### config.mk
export PLATFORM = sky130hd
export DESIGN_NAME = pattern_scheduler_flat
export DESIGN_NICKNAME = d
export VERILOG_FILES = /design/src/rtl/pattern_scheduler_if.sv /design/src/rtl/pattern_scheduler.sv /design/src/flat_wrapper.sv
export SDC_FILE = /design/constraint.sdc
export NUM_CORES = 1
export LEC_CHECK = 0
export ABC_CLOCK_PERIOD_IN_PS = 7400
export CORE_UTILIZATION = 38
export CTS_CLUSTER_SIZE = 8
export DETAILED_ROUTE_END_ITERATION = 12
export PLACE_DENSITY = 0.61
export SLEW_MARGIN = 20
export SYNTH_ARGS = -nofsm -noshare
export SYNTH_HDL_FRONTEND = slang
export SYNTH_SLANG_ARGS = --single-unit
### constraint.sdc
create_clock -name clk -period 7.4 [get_ports clk]
set_input_delay 0.74 -clock clk [delete_from_list [all_inputs] [get_ports clk]]
set_output_delay 0.74 -clock clk [all_outputs]
set_load 0.01 [all_outputs]
### src/rtl/pattern_scheduler_if.sv
// Pattern scheduler bus: control, table write port,
// pattern-generator drive and status, grouped for one port.
interface pattern_scheduler_if;
  logic        start;
  logic        stop;
  logic [1:0]  n_entries;
  logic        wr_en;
  logic [1:0]  wr_idx;
  logic [18:0] wr_data;
  logic        wr_ack;
  logic        f_sync;
  logic        sync;
  logic [11:0] constVal;
  logic [1:0]  X;
  logic [1:0]  Y;
  logic [2:0]  Mode;
  logic        busy;
  logic [1:0]  entry_idx;
  logic        frame_done;

  modport master (
    output start, stop, n_entries,
    output wr_en, wr_idx, wr_data,
    input  wr_ack, f_sync, sync,
    input  constVal, X, Y, Mode,
    input  busy, entry_idx, frame_done
  );

  modport slave (
    input  start, stop, n_entries,
    input  wr_en, wr_idx, wr_data,
    output wr_ack, f_sync, sync,
    output constVal, X, Y, Mode,
    output busy, entry_idx, frame_done
  );
endinterface

### src/rtl/pattern_scheduler.sv
// Frame/line sync scheduler stepping through a 4-entry config table.
// Define PATTERN_SCHED_LOOP_EN to loop over entries until stop.
module pattern_scheduler #(
  parameter int LINE_CYCLES     = 64,
  parameter int LINES_PER_FRAME = 8
) (
  input logic                clk,
  input logic                rst_n,
  pattern_scheduler_if.slave bus
);

  localparam int CW =
    (LINE_CYCLES > 1) ? $clog2(LINE_CYCLES) : 1;
  localparam int LW =
    (LINES_PER_FRAME > 1) ? $clog2(LINES_PER_FRAME) : 1;

  typedef enum logic [1:0] {
    IDLE,
    FSYNC,
    LINE
  } state_t;

  state_t         state;
  logic [18:0]    tbl [4];
  logic [CW-1:0]  cycle_cnt;
  logic [LW-1:0]  line_cnt;
  logic           stop_pending;

  logic           cyc_last;
  logic           line_last;
  logic           frame_end;
  logic           pre_end;
  logic           entry_wrap;
  logic [1:0]     next_idx;
  logic           run_done;
  logic           go_idle;

  // Frame position decode and next-entry selection.
  always_comb begin
    cyc_last   = cycle_cnt == CW'(LINE_CYCLES - 1);
    line_last  = line_cnt == LW'(LINES_PER_FRAME - 1);
    frame_end  = (state == LINE) && cyc_last && line_last;
    pre_end    = (state == LINE) && line_last &&
                 (cycle_cnt == CW'(LINE_CYCLES - 2));
    entry_wrap = bus.entry_idx >= bus.n_entries;
    next_idx   = entry_wrap ? 2'd0 : bus.entry_idx + 2'd1;
`ifdef PATTERN_SCHED_LOOP_EN
    run_done   = 1'b0;
`else
    run_done   = entry_wrap;
`endif
    go_idle    = bus.stop || stop_pending || run_done;
  end

  // Config table write port; writes land in any state.
  always_ff @(posedge clk or negedge rst_n) begin
    if (!rst_n) begin
      for (int i = 0; i < 4; i++) tbl[i] <= '0;
      bus.wr_ack <= 1'b0;
    end else begin
      bus.wr_ack <= bus.wr_en;
      if (bus.wr_en) tbl[bus.wr_idx] <= bus.wr_data;
    end
  end

  // Scheduler FSM with registered sync, status and config outputs.
  always_ff @(posedge clk or negedge rst_n) begin
    if (!rst_n) begin
      state          <= IDLE;
      cycle_cnt      <= '0;
      line_cnt       <= '0;
      stop_pending   <= 1'b0;
      bus.f_sync     <= 1'b0;
      bus.sync       <= 1'b0;
      bus.frame_done <= 1'b0;
      bus.busy       <= 1'b0;
      bus.entry_idx  <= '0;
      bus.constVal   <= '0;
      bus.X          <= '0;
      bus.Y          <= '0;
      bus.Mode       <= '0;
    end else begin
      bus.f_sync     <= 1'b0;
      bus.sync       <= 1'b0;
      bus.frame_done <= 1'b0;
      if (state != IDLE && bus.stop) stop_pending <= 1'b1;
      unique case (state)
        IDLE: begin
          bus.busy <= 1'b0;
          if (bus.start && !bus.stop) begin
            state      <= FSYNC;
            bus.f_sync <= 1'b1;
            bus.busy   <= 1'b1;
            {bus.Mode, bus.Y, bus.X, bus.constVal}
              <= tbl[bus.entry_idx];
          end
        end
        FSYNC: begin
          state     <= LINE;
          bus.sync  <= 1'b1;
          cycle_cnt <= '0;
          line_cnt  <= '0;
        end
        LINE: begin
          if (frame_end) begin
            bus.entry_idx <= next_idx;
            if (go_idle) begin
              state        <= IDLE;
              bus.busy     <= 1'b0;
              stop_pending <= 1'b0;
            end else begin
              state      <= FSYNC;
              bus.f_sync <= 1'b1;
              {bus.Mode, bus.Y, bus.X, bus.constVal}
                <= tbl[next_idx];
            end
          end else begin
            bus.frame_done <= pre_end;
            if (cyc_last) begin
              cycle_cnt <= '0;
              line_cnt  <= line_cnt + LW'(1);
              bus.sync  <= 1'b1;
            end else begin
              cycle_cnt <= cycle_cnt + CW'(1);
            end
          end
        end
        default: state <= IDLE;
      endcase
    end
  end

endmodule

### src/flat_wrapper.sv
// flat-port wrapper written by rule: the top's interface ports become plain ports
module pattern_scheduler_flat 
#(
  parameter int LINE_CYCLES     = 64,
  parameter int LINES_PER_FRAME = 8
)
  (clk, rst_n, bus_start, bus_stop, bus_n_entries, bus_wr_en, bus_wr_idx, bus_wr_data, bus_wr_ack, bus_f_sync, bus_sync, bus_constVal, bus_X, bus_Y, bus_Mode, bus_busy, bus_entry_idx, bus_frame_done);
  pattern_scheduler_if bus_i ();
  input logic clk;
  input logic rst_n;
  input wire logic [$bits(bus_i.start)-1:0] bus_start;
  input wire logic [$bits(bus_i.stop)-1:0] bus_stop;
  input wire logic [$bits(bus_i.n_entries)-1:0] bus_n_entries;
  input wire logic [$bits(bus_i.wr_en)-1:0] bus_wr_en;
  input wire logic [$bits(bus_i.wr_idx)-1:0] bus_wr_idx;
  input wire logic [$bits(bus_i.wr_data)-1:0] bus_wr_data;
  output wire logic [$bits(bus_i.wr_ack)-1:0] bus_wr_ack;
  output wire logic [$bits(bus_i.f_sync)-1:0] bus_f_sync;
  output wire logic [$bits(bus_i.sync)-1:0] bus_sync;
  output wire logic [$bits(bus_i.constVal)-1:0] bus_constVal;
  output wire logic [$bits(bus_i.X)-1:0] bus_X;
  output wire logic [$bits(bus_i.Y)-1:0] bus_Y;
  output wire logic [$bits(bus_i.Mode)-1:0] bus_Mode;
  output wire logic [$bits(bus_i.busy)-1:0] bus_busy;
  output wire logic [$bits(bus_i.entry_idx)-1:0] bus_entry_idx;
  output wire logic [$bits(bus_i.frame_done)-1:0] bus_frame_done;
  assign bus_i.start = bus_start;
  assign bus_i.stop = bus_stop;
  assign bus_i.n_entries = bus_n_entries;
  assign bus_i.wr_en = bus_wr_en;
  assign bus_i.wr_idx = bus_wr_idx;
  assign bus_i.wr_data = bus_wr_data;
  assign bus_wr_ack = bus_i.wr_ack;
  assign bus_f_sync = bus_i.f_sync;
  assign bus_sync = bus_i.sync;
  assign bus_constVal = bus_i.constVal;
  assign bus_X = bus_i.X;
  assign bus_Y = bus_i.Y;
  assign bus_Mode = bus_i.Mode;
  assign bus_busy = bus_i.busy;
  assign bus_entry_idx = bus_i.entry_idx;
  assign bus_frame_done = bus_i.frame_done;
  pattern_scheduler #(.LINE_CYCLES(LINE_CYCLES), .LINES_PER_FRAME(LINES_PER_FRAME)) u_core (.clk(clk), .rst_n(rst_n), .bus(bus_i));
endmodule
---- Word level (Yosys, flattened, before mapping) ----
Index checks and enable logic that the tools add are counted.
word-level totals
  register bits ........................... 114
  bits of input ports ..................... 28
  output and inout port bits .............. 26
  logic and storage cells ................. 112
cells by class
  add/sub/neg operators ................... 3
  order comparisons ....................... 5
  equality and inequality tests ........... 11
  muxes and demuxes ....................... 52
  bitwise gates (word level) .............. 3
  reductions and logical operators ........ 20
operators by type and width
  kind                                                              number
  19-bit two-way mux                                                5
  19-bit binary-select mux with 2-bit select                        2
  76-bit bitwise mux                                                1
  19-bit demux with 2-bit select                                    1
  12-bit two-way mux                                                3
  12-bit one-hot mux with 2 select lines                            1
  2-bit two-way mux                                                 9
  3-bit two-way mux                                                 5
  1-bit two-way mux                                                 14
  6-bit equality test (second input constant)                       2
  6-bit two-way mux                                                 2
  3-bit one-hot mux with 2 select lines                             2
  6-bit one-hot mux with 2 select lines                             1
  3-bit greater-or-equal comparator (second input constant)         3
  2-bit inverter with 3-bit output                                  3
  2-bit by 1-bit != test with 1-bit output (second input constant)  4
  2-bit one-hot mux with 2 select lines                             2
  1-bit logical AND                                                 7
  6-bit by 1-bit adder with 6-bit output (second input constant)    1
  1-bit one-hot mux with 2 select lines                             3
  2-bit one-hot mux with 3 select lines                             1
  2-bit AND reduction                                               3
  3-bit AND reduction                                               2
  2-bit nonzero test                                                3
  12 further kinds                                                  14

---- Longest topological paths before layout ----
Gate-level depths: netlist of the first run.
  word-level depth ........................ 9
  gate-level depth with buffers ........... 10
  gate-level depth less buffers ........... 7

---- Worst setup path after synthesis of the first run ----
Ideal clock, no wire load.
  path kind ............................... in2reg
  start point ............................. in bus_n_entries[0]
  end point ............................... reg u_core.bus.Mode[0]
  setup time .............................. 96 ps
  arrival ................................. 2,432 ps
  required time ........................... 7,304 ps
  path slack .............................. 4,872 ps
  stages .................................. 8
  buffers on the path ..................... 2
  cells stage by stage .................... ha_1 > nand2b_1 > a21o_1 > o41a_1 > or2_1 > buf_6 > buf_6 > o31ai_1
on the way
  longest elaborated chain between the ends .. 9
  elaborated cells between the ends (all ways) .. 12
  classes of those cells .................. 1 x order compare; 1 x eq/ne; 7 x mux; 1 x bitwise; 2 x reduce/logical
ends and longest elaborated chain
  item                                                    RTL line                    text
  from (decl)                                             flat_wrapper.sv:13          input wire logic [$bits(bus_i.n_entries)-1:0] bus_n_entries;
  2-bit greater-or-equal comparator (*)                   pattern_scheduler.sv:45     entry_wrap = bus.entry_idx >= bus.n_entries;
  2-bit two-way mux                                       pattern_scheduler.sv:46     next_idx = entry_wrap ? 2'd0 : bus.entry_idx + 2'd1;
  2-bit inverter with 3-bit output (not written as such)  pattern_scheduler.sv:115    <= tbl[next_idx];
  19-bit binary-select mux with 2-bit select              pattern_scheduler.sv:115
  19-bit two-way mux (not written as such) (2 in a row)   pattern_scheduler.sv:115
  3-bit two-way mux                                       pattern_scheduler.sv:107    if (go_idle) begin
  3-bit two-way mux                                       pattern_scheduler.sv:105    if (frame_end) begin
  3-bit one-hot mux with 2 select lines                   pattern_scheduler.sv:87     unique case (state)
  to (signal assigned)                                    pattern_scheduler.sv:81     bus.Mode <= '0;
  to (decl)                                               pattern_scheduler_if.sv:33  output constVal, X, Y, Mode,
Every way passes the cells marked *; elsewhere a longest branch is shown, timed or not. The select of a mux whose other input is x is not followed.
A chain may end at the register's enable or synchronous reset.

---- Worst setup path in the final report of the first run ----
  start point ............................. reg u_core.bus.entry_idx[1]
  end point ............................... reg u_core.bus.Y[1]
on the way
  longest elaborated chain between the ends .. 9
  elaborated cells between the ends (all ways) .. 18
  classes of those cells .................. 1 x add/sub; 1 x order compare; 1 x eq/ne; 11 x mux; 2 x bitwise; 2 x reduce/logical
ends and longest elaborated chain
  item                                                                                                RTL line                                          text
  from (decl)                                                                                         pattern_scheduler_if.sv:34                        output busy, entry_idx, frame_done
  from (signal assigned)                                                                              pattern_scheduler.sv:106                          bus.entry_idx <= next_idx;
  2-bit by 1-bit adder with 2-bit output / 2-bit greater-or-equal comparator (equally long branches)  pattern_scheduler.sv:46, pattern_scheduler.sv:45
  2-bit two-way mux                                                                                   pattern_scheduler.sv:46
  2-bit inverter with 3-bit output (not written as such)                                              pattern_scheduler.sv:115
  19-bit binary-select mux with 2-bit select                                                          pattern_scheduler.sv:115
  19-bit two-way mux (not written as such) (2 in a row)                                               pattern_scheduler.sv:115
  2-bit two-way mux                                                                                   pattern_scheduler.sv:107
  2-bit two-way mux                                                                                   pattern_scheduler.sv:105
  2-bit one-hot mux with 2 select lines                                                               pattern_scheduler.sv:87
  to (signal assigned)                                                                                pattern_scheduler.sv:80                           bus.Y <= '0;
  to (decl)                                                                                           pattern_scheduler_if.sv:33
Several ways; a longest one is shown, not always the timed one. The select of a mux whose other input is x is not followed.

==> results of run 1 <==
## critical path: cells and delay by family (launching register included)
family / cells / cell delay [ns]
muxes: 1 / 0.41
AOI/OAI and AO/OA: 2 / 0.91
and+or+nand+nor: 1 / 0.73
DFF: 1 / 1.02
adders and majority gates: 1 / 0.39
## cells by family after synthesis
logic type      after synthesis  synth area share, %
simple gates                 59                 5.25
buf+inv                      40                 3.07
xor+xnor                      1                0.156
fa+ha+maj                    10                 2.22
compound gates              109                 13.8
mux                         115                 24.8
flops                       114                 50.7
## sequential cells by signal, summed over array words and instances, names as in the netlist, 2 cells and up
| name | count |
|---|---|
| u_core.cycle_cnt | 6 |
| u_core.bus.entry_idx | 2 |
| u_core.line_cnt | 3 |
| u_core.bus.Mode | 3 |
| u_core.bus.constVal | 12 |
| u_core.bus.X | 2 |
| u_core.tbl | 76 |
| u_core.bus.Y | 2 |
| u_core.state | 2 |
## synth_stat cells, drive strengths merged, types with 2 or more instances
library cell,count,area share (%)
a221oi,11,1.7
o31ai,13,1.7
a221o,11,2.0
a21o,3,0.40
nor2,20,1.3
dfrtp,114,51
o221ai,8,1.2
nand2b,4,0.44
ha,10,2.2
buf,10,1.1
a21oi,11,0.98
nand3,3,0.27
mux4,10,4.0
clkbuf,21,1.4
nor2b,2,0.22
a31oi,2,0.22
o21a,3,0.40
nand2,13,0.87
nand3b,3,0.40
inv,8,0.53
mux2i,10,1.8
o21ai,31,2.8
nand4,4,0.56
nor3,4,0.36
o22a,9,1.4
mux2,95,19
## through the flow
step                cells  util, %  hold WS (ns)  worst slack (ns)  power (mW)
floorplan             448        -         0.444              4.87        1.29
global placement      663     43.7         0.469              3.60        1.53
detailed placement    663     43.7         0.491              3.51        1.56
CTS                   690     47.4         0.375              3.74        2.32
global route          690     47.4         0.405              3.49        2.44
finish                690     47.4         0.356              3.82        2.30
## final cells by class
| cell class | count | area share [%] |
|---|---|---|
| inverter | 9 | 0.493 |
| tap | 184 | 3.36 |
| timing repair buffer | 62 | 8.69 |
| sequential | 114 | 41.6 |
| multi-input combinational | 294 | 38.1 |
| clock inverter | 6 | 0.876 |
| clock buffer | 21 | 6.86 |
## final timing paths
| check | from | cells past startpoint | endpoint | slack [ns] |
|---|---|---|---|---|
| worst min-delay path | rst_n | 1 | u_core.tbl[53]$_DFFE_PN0P_ | 0.36 |
| worst max-delay path | u_core.bus.entry_idx[1]$_DFFE_PN0P_ | 5 | u_core.bus.Y[1]$_DFFE_PN0P_ | 3.82 |
| worst max register to register | u_core.bus.entry_idx[1]$_DFFE_PN0P_ | 5 | u_core.bus.Y[1]$_DFFE_PN0P_ | 3.82 |
| min in group clk | u_core.tbl[17]$_DFFE_PN0P_ | 1 | u_core.tbl[17]$_DFFE_PN0P_ | 0.50 |
| worst min register to register | u_core.tbl[17]$_DFFE_PN0P_ | 1 | u_core.tbl[17]$_DFFE_PN0P_ | 0.50 |
| max in group asynchronous | rst_n | 2 | u_core.tbl[42]$_DFFE_PN0P_ | 5.80 |
## power by group through the flow
stage          combinational, mW  clock (mW)  sequential [mW]
6_report                   0.647       0.749            0.900
2_1_floorplan              0.409           0            0.886
4_1_cts                    0.655       0.764            0.900
3_3_place_gp               0.629           0            0.897
3_5_place_dp               0.651           0            0.909
5_1_grt                    0.721       0.796            0.918
## metal layers
metal / vias to the layer above / part of all wire (%)
met5: - / 0
met4: 0 / 1.3
met3: 14 / 4.0
met2: 91 / 51
met1: 2025 / 44
li1: 1810 / -
==> flow_summary.json, run 1 <==
{
  "multi_input_area_mm2": 0.00261,
  "grt.total_usage_pct": 19.7,
  "ant_nets": 0,
  "htree_num_levels": 4,
  "wl_per_cell_um": 19.5,
  "startpoint_type": "flip-flop",
  "cp_slowest_stage_delay_ns": 1.02,
  "io_buffers": 53,
  "initial_core_util_pct": 38.9,
  "comb_power_share_pct": 28.2,
  "final_common_cell": "dfrtp_1",
  "crit_type": "reg -> reg",
  "synth_edf_count": 0,
  "grt_pass1_wl_mm": 22.1,
  "nFillCells": 1301,
  "cts_tree": "built",
  "area_delta_synth_final_pct": 21.8,
  "ys_ff_latch": 114,
  "clk_path_buf_depth": 2,
  "drive_gt1_share_pct": 28.9,
  "cts_resized": 0,
  "clock.fmax_mhz": 280,
  "yosysSeqAreaShare_pct": 50.7,
  "arrival_ns": 3.88,
  "drc_errors": 0,
  "syn_inst": 448,
  "p_sw_share_pct": 30.6,
  "antenna_cells": 0,
  "grt_busiest_layer": "met2",
  "grt_use_met2_pct": 32.7,
  "antenna_found_initial": 0,
  "die_x_um": 124,
  "drtPass1Iterations": 4,
  "stdcell_area_mm2": 0.00686,
  "regArea_mm2": 0.00285,
  "vias": 3940,
  "dpl.hpwl_mm": 8.43,
  "grt_pass1_vias": 4204,
  "p_clk_share_pct": 32.6,
  "slew_viol_final": 0,
  "place_congestion": 0.748,
  "status": "finished clean",
  "worst_clock_skew_ns": 0.00871,
  "use_met3_pct": 5.45,
  "path_cells": "ha_1 > a21o_1 > o41a_1 > or2_1 > mux2_2",
  "async_reset_ff_share_pct": 100,
  "overflow": 0,
  "placed_area_mm2": 0.00633,
  "io_pins": 54,
  "cp.required_ns": 7.71,
  "final_cell_mix": "dfrtp_1 (113), mux2_2 (95), clkdlybuf4s50_1 (52), o21ai_0 (30), nor2_1 (20)",
  "setup-violations-final": 0,
  "detailedRoute.firstIterationViolations": 273,
  "ys_warn_count": 0,
  "p_leak_nw": 2.82,
  "clk_pin_slew_ns": 0.05,
  "fin_crit_sh_pct": 48.3,
  "cts_setup_buffers": 0,
  "cp-end-kind": "flip-flop",
  "hold_viol": 0,
  "die_area_mm2": 0.0153,
  "ir_drop_mv": 0.200,
  "cts_buffers": 17,
  "grt_max_degree": 63,
  "worst_pin_slew_ns": 0.993,
  "sequentialPowerShare_pct": 39.2,
  "num_rows": 44,
  "grtUsageMet1_pct": 24.2,
  "ys_types": 46,
  "syn_area_mm2": 0.00563,
  "timing.slew.headroom_pct": 33.8,
  "cap_violations": 0,
  "p_sw_mw": 0.703,
  "clk_latency_ns": 0.43,
  "cts_sinks": 114,
  "critPathMaxFanout": 36,
  "syn_nets": 486,
  "critPathSlowestCell": "dfrtp_2",
  "wl_mm": 13.5,
  "cts-root-buf": "clkbuf_16",
  "p_int_mw": 1.59,
  "power_density_mw_per_mm2": 335,
  "tns_ns": 0,
  "nets": 536,
  "synth_ff_type": "dfrtp_1",
  "fp.dieH_um": 124,
  "avgSynthCellArea_um2": 12.6,
  "core_mm2": 0.0145,
  "vias_per_cell": 5.71,
  "min_period_ns": 3.58,
  "rsz0062_at_grt": "no",
  "hold_buffers": 0,
  "hp-class": "in -> async"
}
(Power assumes the default switching activity.)
==> inputs of run 2 (changes only) <==
--- a/config.mk
+++ b/config.mk
@@ -5,7 +5,7 @@
 export SDC_FILE = /design/constraint.sdc
 export NUM_CORES = 1
 export LEC_CHECK = 0
-export ABC_CLOCK_PERIOD_IN_PS = 7400
+export ABC_CLOCK_PERIOD_IN_PS = 3700
 export CORE_UTILIZATION = 38
 export CTS_CLUSTER_SIZE = 8
 export DETAILED_ROUTE_END_ITERATION = 12
==> constraint.sdc (replaced) <==
create_clock -name clk -period 3.7 [get_ports clk]
set_input_delay 0.37 -clock clk [delete_from_list [all_inputs] [get_ports clk]]
set_output_delay 0.37 -clock clk [all_outputs]
set_load 0.01 [all_outputs]
==> run 2 against run 1 <==
Net effect: routed wire length grew 0.27%; setup slack lost 3.2 ns; sequential share of layout area shrank 0.35 points; utilization grew 0.40 points; cell area grew 0.84%; largest cell class unchanged; die area is the same; total power grew 100%; fmax grew 15%.
==> flow_summary.json, run 2 (synthesized netlist as in run 1, its figures left out) <==
{
  "top_register": "u_core.tbl",
  "ant_nets": 0,
  "drtPass1Iterations": 4,
  "slew_viol_final": 0,
  "placed_area_mm2": 0.00637,
  "core_mm2": 0.0145,
  "dpl.hpwl_mm": 8.45,
  "initial_core_util_pct": 38.9,
  "vias": 4022,
  "largestRegisters": "u_core.tbl x76, u_core.bus.constVal x12, u_core.cycle_cnt x6",
  "cts_resized": 0,
  "grtUsageMet1_pct": 25.6,
  "nFillCells": 1304,
  "drc_errors": 0,
  "grt_pass1_wl_mm": 22.6,
  "place_congestion": 0.775,
  "arrival_ns": 3.40,
  "nets": 542,
  "drive_gt1_share_pct": 29.2,
  "cts_tree": "built",
  "critPathSlowestCell": "or2_1",
  "timing.slew.headroom_pct": 37.6,
  "worst_clock_skew_ns": 0.00881,
  "clk_latency_ns": 0.41,
  "detailedRoute.firstIterationViolations": 271,
  "startpoint_type": "flip-flop",
  "io_buffers": 53,
  "num_rows": 44,
  "io_pins": 54,
  "grt_pass1_vias": 4293,
  "p_leak_nw": 2.87,
  "cap_violations": 0,
  "cts_setup_buffers": 0,
  "clk_pin_slew_ns": 0.05,
  "hold_buffers": 0,
  "grt.total_usage_pct": 19.8,
  "tns_ns": 0,
  "rsz0062_at_grt": "no",
  "power_density_mw_per_mm2": 671,
  "stdcell_area_mm2": 0.00691,
  "setup-violations-final": 0,
  "hold_viol": 0,
  "cts_buffers": 17,
  "overflow": 0,
  "fin_crit_sh_pct": 83.9,
  "fp.dieH_um": 124,
  "clk_path_buf_depth": 2,
  "ir_drop_mv": 0.403,
  "area_delta_synth_final_pct": 22.9,
  "min_period_ns": 3.10,
  "die_area_mm2": 0.0153,
  "grt_use_met2_pct": 32.2,
  "clock.fmax_mhz": 322,
  "use_met3_pct": 4.95,
  "die_x_um": 124,
  "wl_per_cell_um": 19.4,
  "hp-class": "in -> async",
  "critPathMaxFanout": 19,
  "wl_mm": 13.5,
  "antenna_cells": 0,
  "cp_slowest_stage_delay_ns": 0.54,
  "worst_pin_slew_ns": 0.936,
  "cp.required_ns": 3.99,
  "antenna_found_initial": 0,
  "final_common_cell": "dfrtp_1",
  "vias_per_cell": 5.77,
  "largest_reg_flops": 76,
  "critical_path.top_delay_family": "simple AND/OR/NAND/NOR gates",
  "cp_num_buf_inv": 2,
  "htree_num_levels": 4,
  "final_cell_mix": "dfrtp_1 (113), mux2_2 (95), clkdlybuf4s50_1 (52), o21ai_0 (30), nor2_1 (20)",
  "final_util_pct": 47.8,
  "crit_type": "reg -> reg",
  "cp-end-kind": "flip-flop",
  "grt_max_degree": 73,
  "cts_sinks": 114,
  "path_cells": "inv_1 > ha_1 > nand4_2 > or3_4 > o41a_1 > buf_4 > or2_1 > mux2_2",
  "grt_busiest_layer": "met2",
  "p_total_mw": 4.64,
  "status": "finished clean",
  "cts-root-buf": "clkbuf_16"
}
==> run 2: changes by cell type in the layout (fill, tap and decap cells not counted) <==
cell        previous run  this run
clkbuf_8               3         2
clkinvlp_4             2         0
bufinv_16              1         2
a211oi_1               0         1
buf_4                 10        16
clkbuf_1               1         3
clkinv_4               0         1
a211oi_2               1         0
==> run 2: worst paths after layout <==
kind | slack (ns) | from | to | cells past startpoint
max in group asynchronous | 2.73 | rst_n | u_core.tbl[13]$_DFFE_PN0P_ | 2
worst max-delay path | 0.60 | u_core.state[0]$_DFFE_PN0P_ | u_core.bus.Y[1]$_DFFE_PN0P_ | 8
worst min register to register | 0.50 | u_core.tbl[15]$_DFFE_PN0P_ | u_core.tbl[15]$_DFFE_PN0P_ | 1
worst max register to register | 0.60 | u_core.state[0]$_DFFE_PN0P_ | u_core.bus.Y[1]$_DFFE_PN0P_ | 8
min in group clk | 0.50 | u_core.tbl[15]$_DFFE_PN0P_ | u_core.tbl[15]$_DFFE_PN0P_ | 1
worst min-delay path | 0.1 | rst_n | u_core.tbl[53]$_DFFE_PN0P_ | 1
==> run 2: worst reg2reg max path: cells and delay by family, from the launching register on <==
kind                     cells  cell delay [ns]
AO/OA/AOI/OAI                1             0.39
buffers and inverters        2             0.28
AND/OR/NAND/NOR              3             1.15
multiplexers                 1             0.41
flip-flops                   1             0.41
adder cells (fa/ha/maj)      1             0.35
==> run 2: area by class of cell <==
cell class	instances	area [um2]	area share, %
well taps	184	230	3.33
inverters	9	33.8	0.489
flip-flops and latches	114	2850	41.3
clock buffers	22	464	6.71
multi-input cells	294	2610	37.7
clock inverters	6	83.8	1.21
repair buffers	68	641	9.27
==> run 2: power breakdown <==
group          leakage [nW]  internal [mW]  switching [mW]
Sequential             1.38           1.56           0.223
Clock                 0.272           1.01           0.533
Combinational          1.21          0.697           0.628
==> run 2: per-layer routing <==
layer | wire (um) | vias up
li1 | - | 1821
met1 | 6080 | 2090
met2 | 6670 | 89
met3 | 491 | 22
met4 | 250 | 0
met5 | 0 | -
==> run 2: per-stage QoR <==
| stage | instances | hold slack [ns] | setup slack, ns |
|---|---|---|---|
| after CTS | 697 | 0.145 | 0.571 |
| after global placement | 669 | 0.469 | 0.624 |
| after global routing | 697 | 0.172 | 0.420 |
| final | 697 | 0.0958 | 0.596 |
| after detailed placement | 669 | 0.488 | 0.589 |
| after floorplan | 448 | 0.0744 | 1.19 |
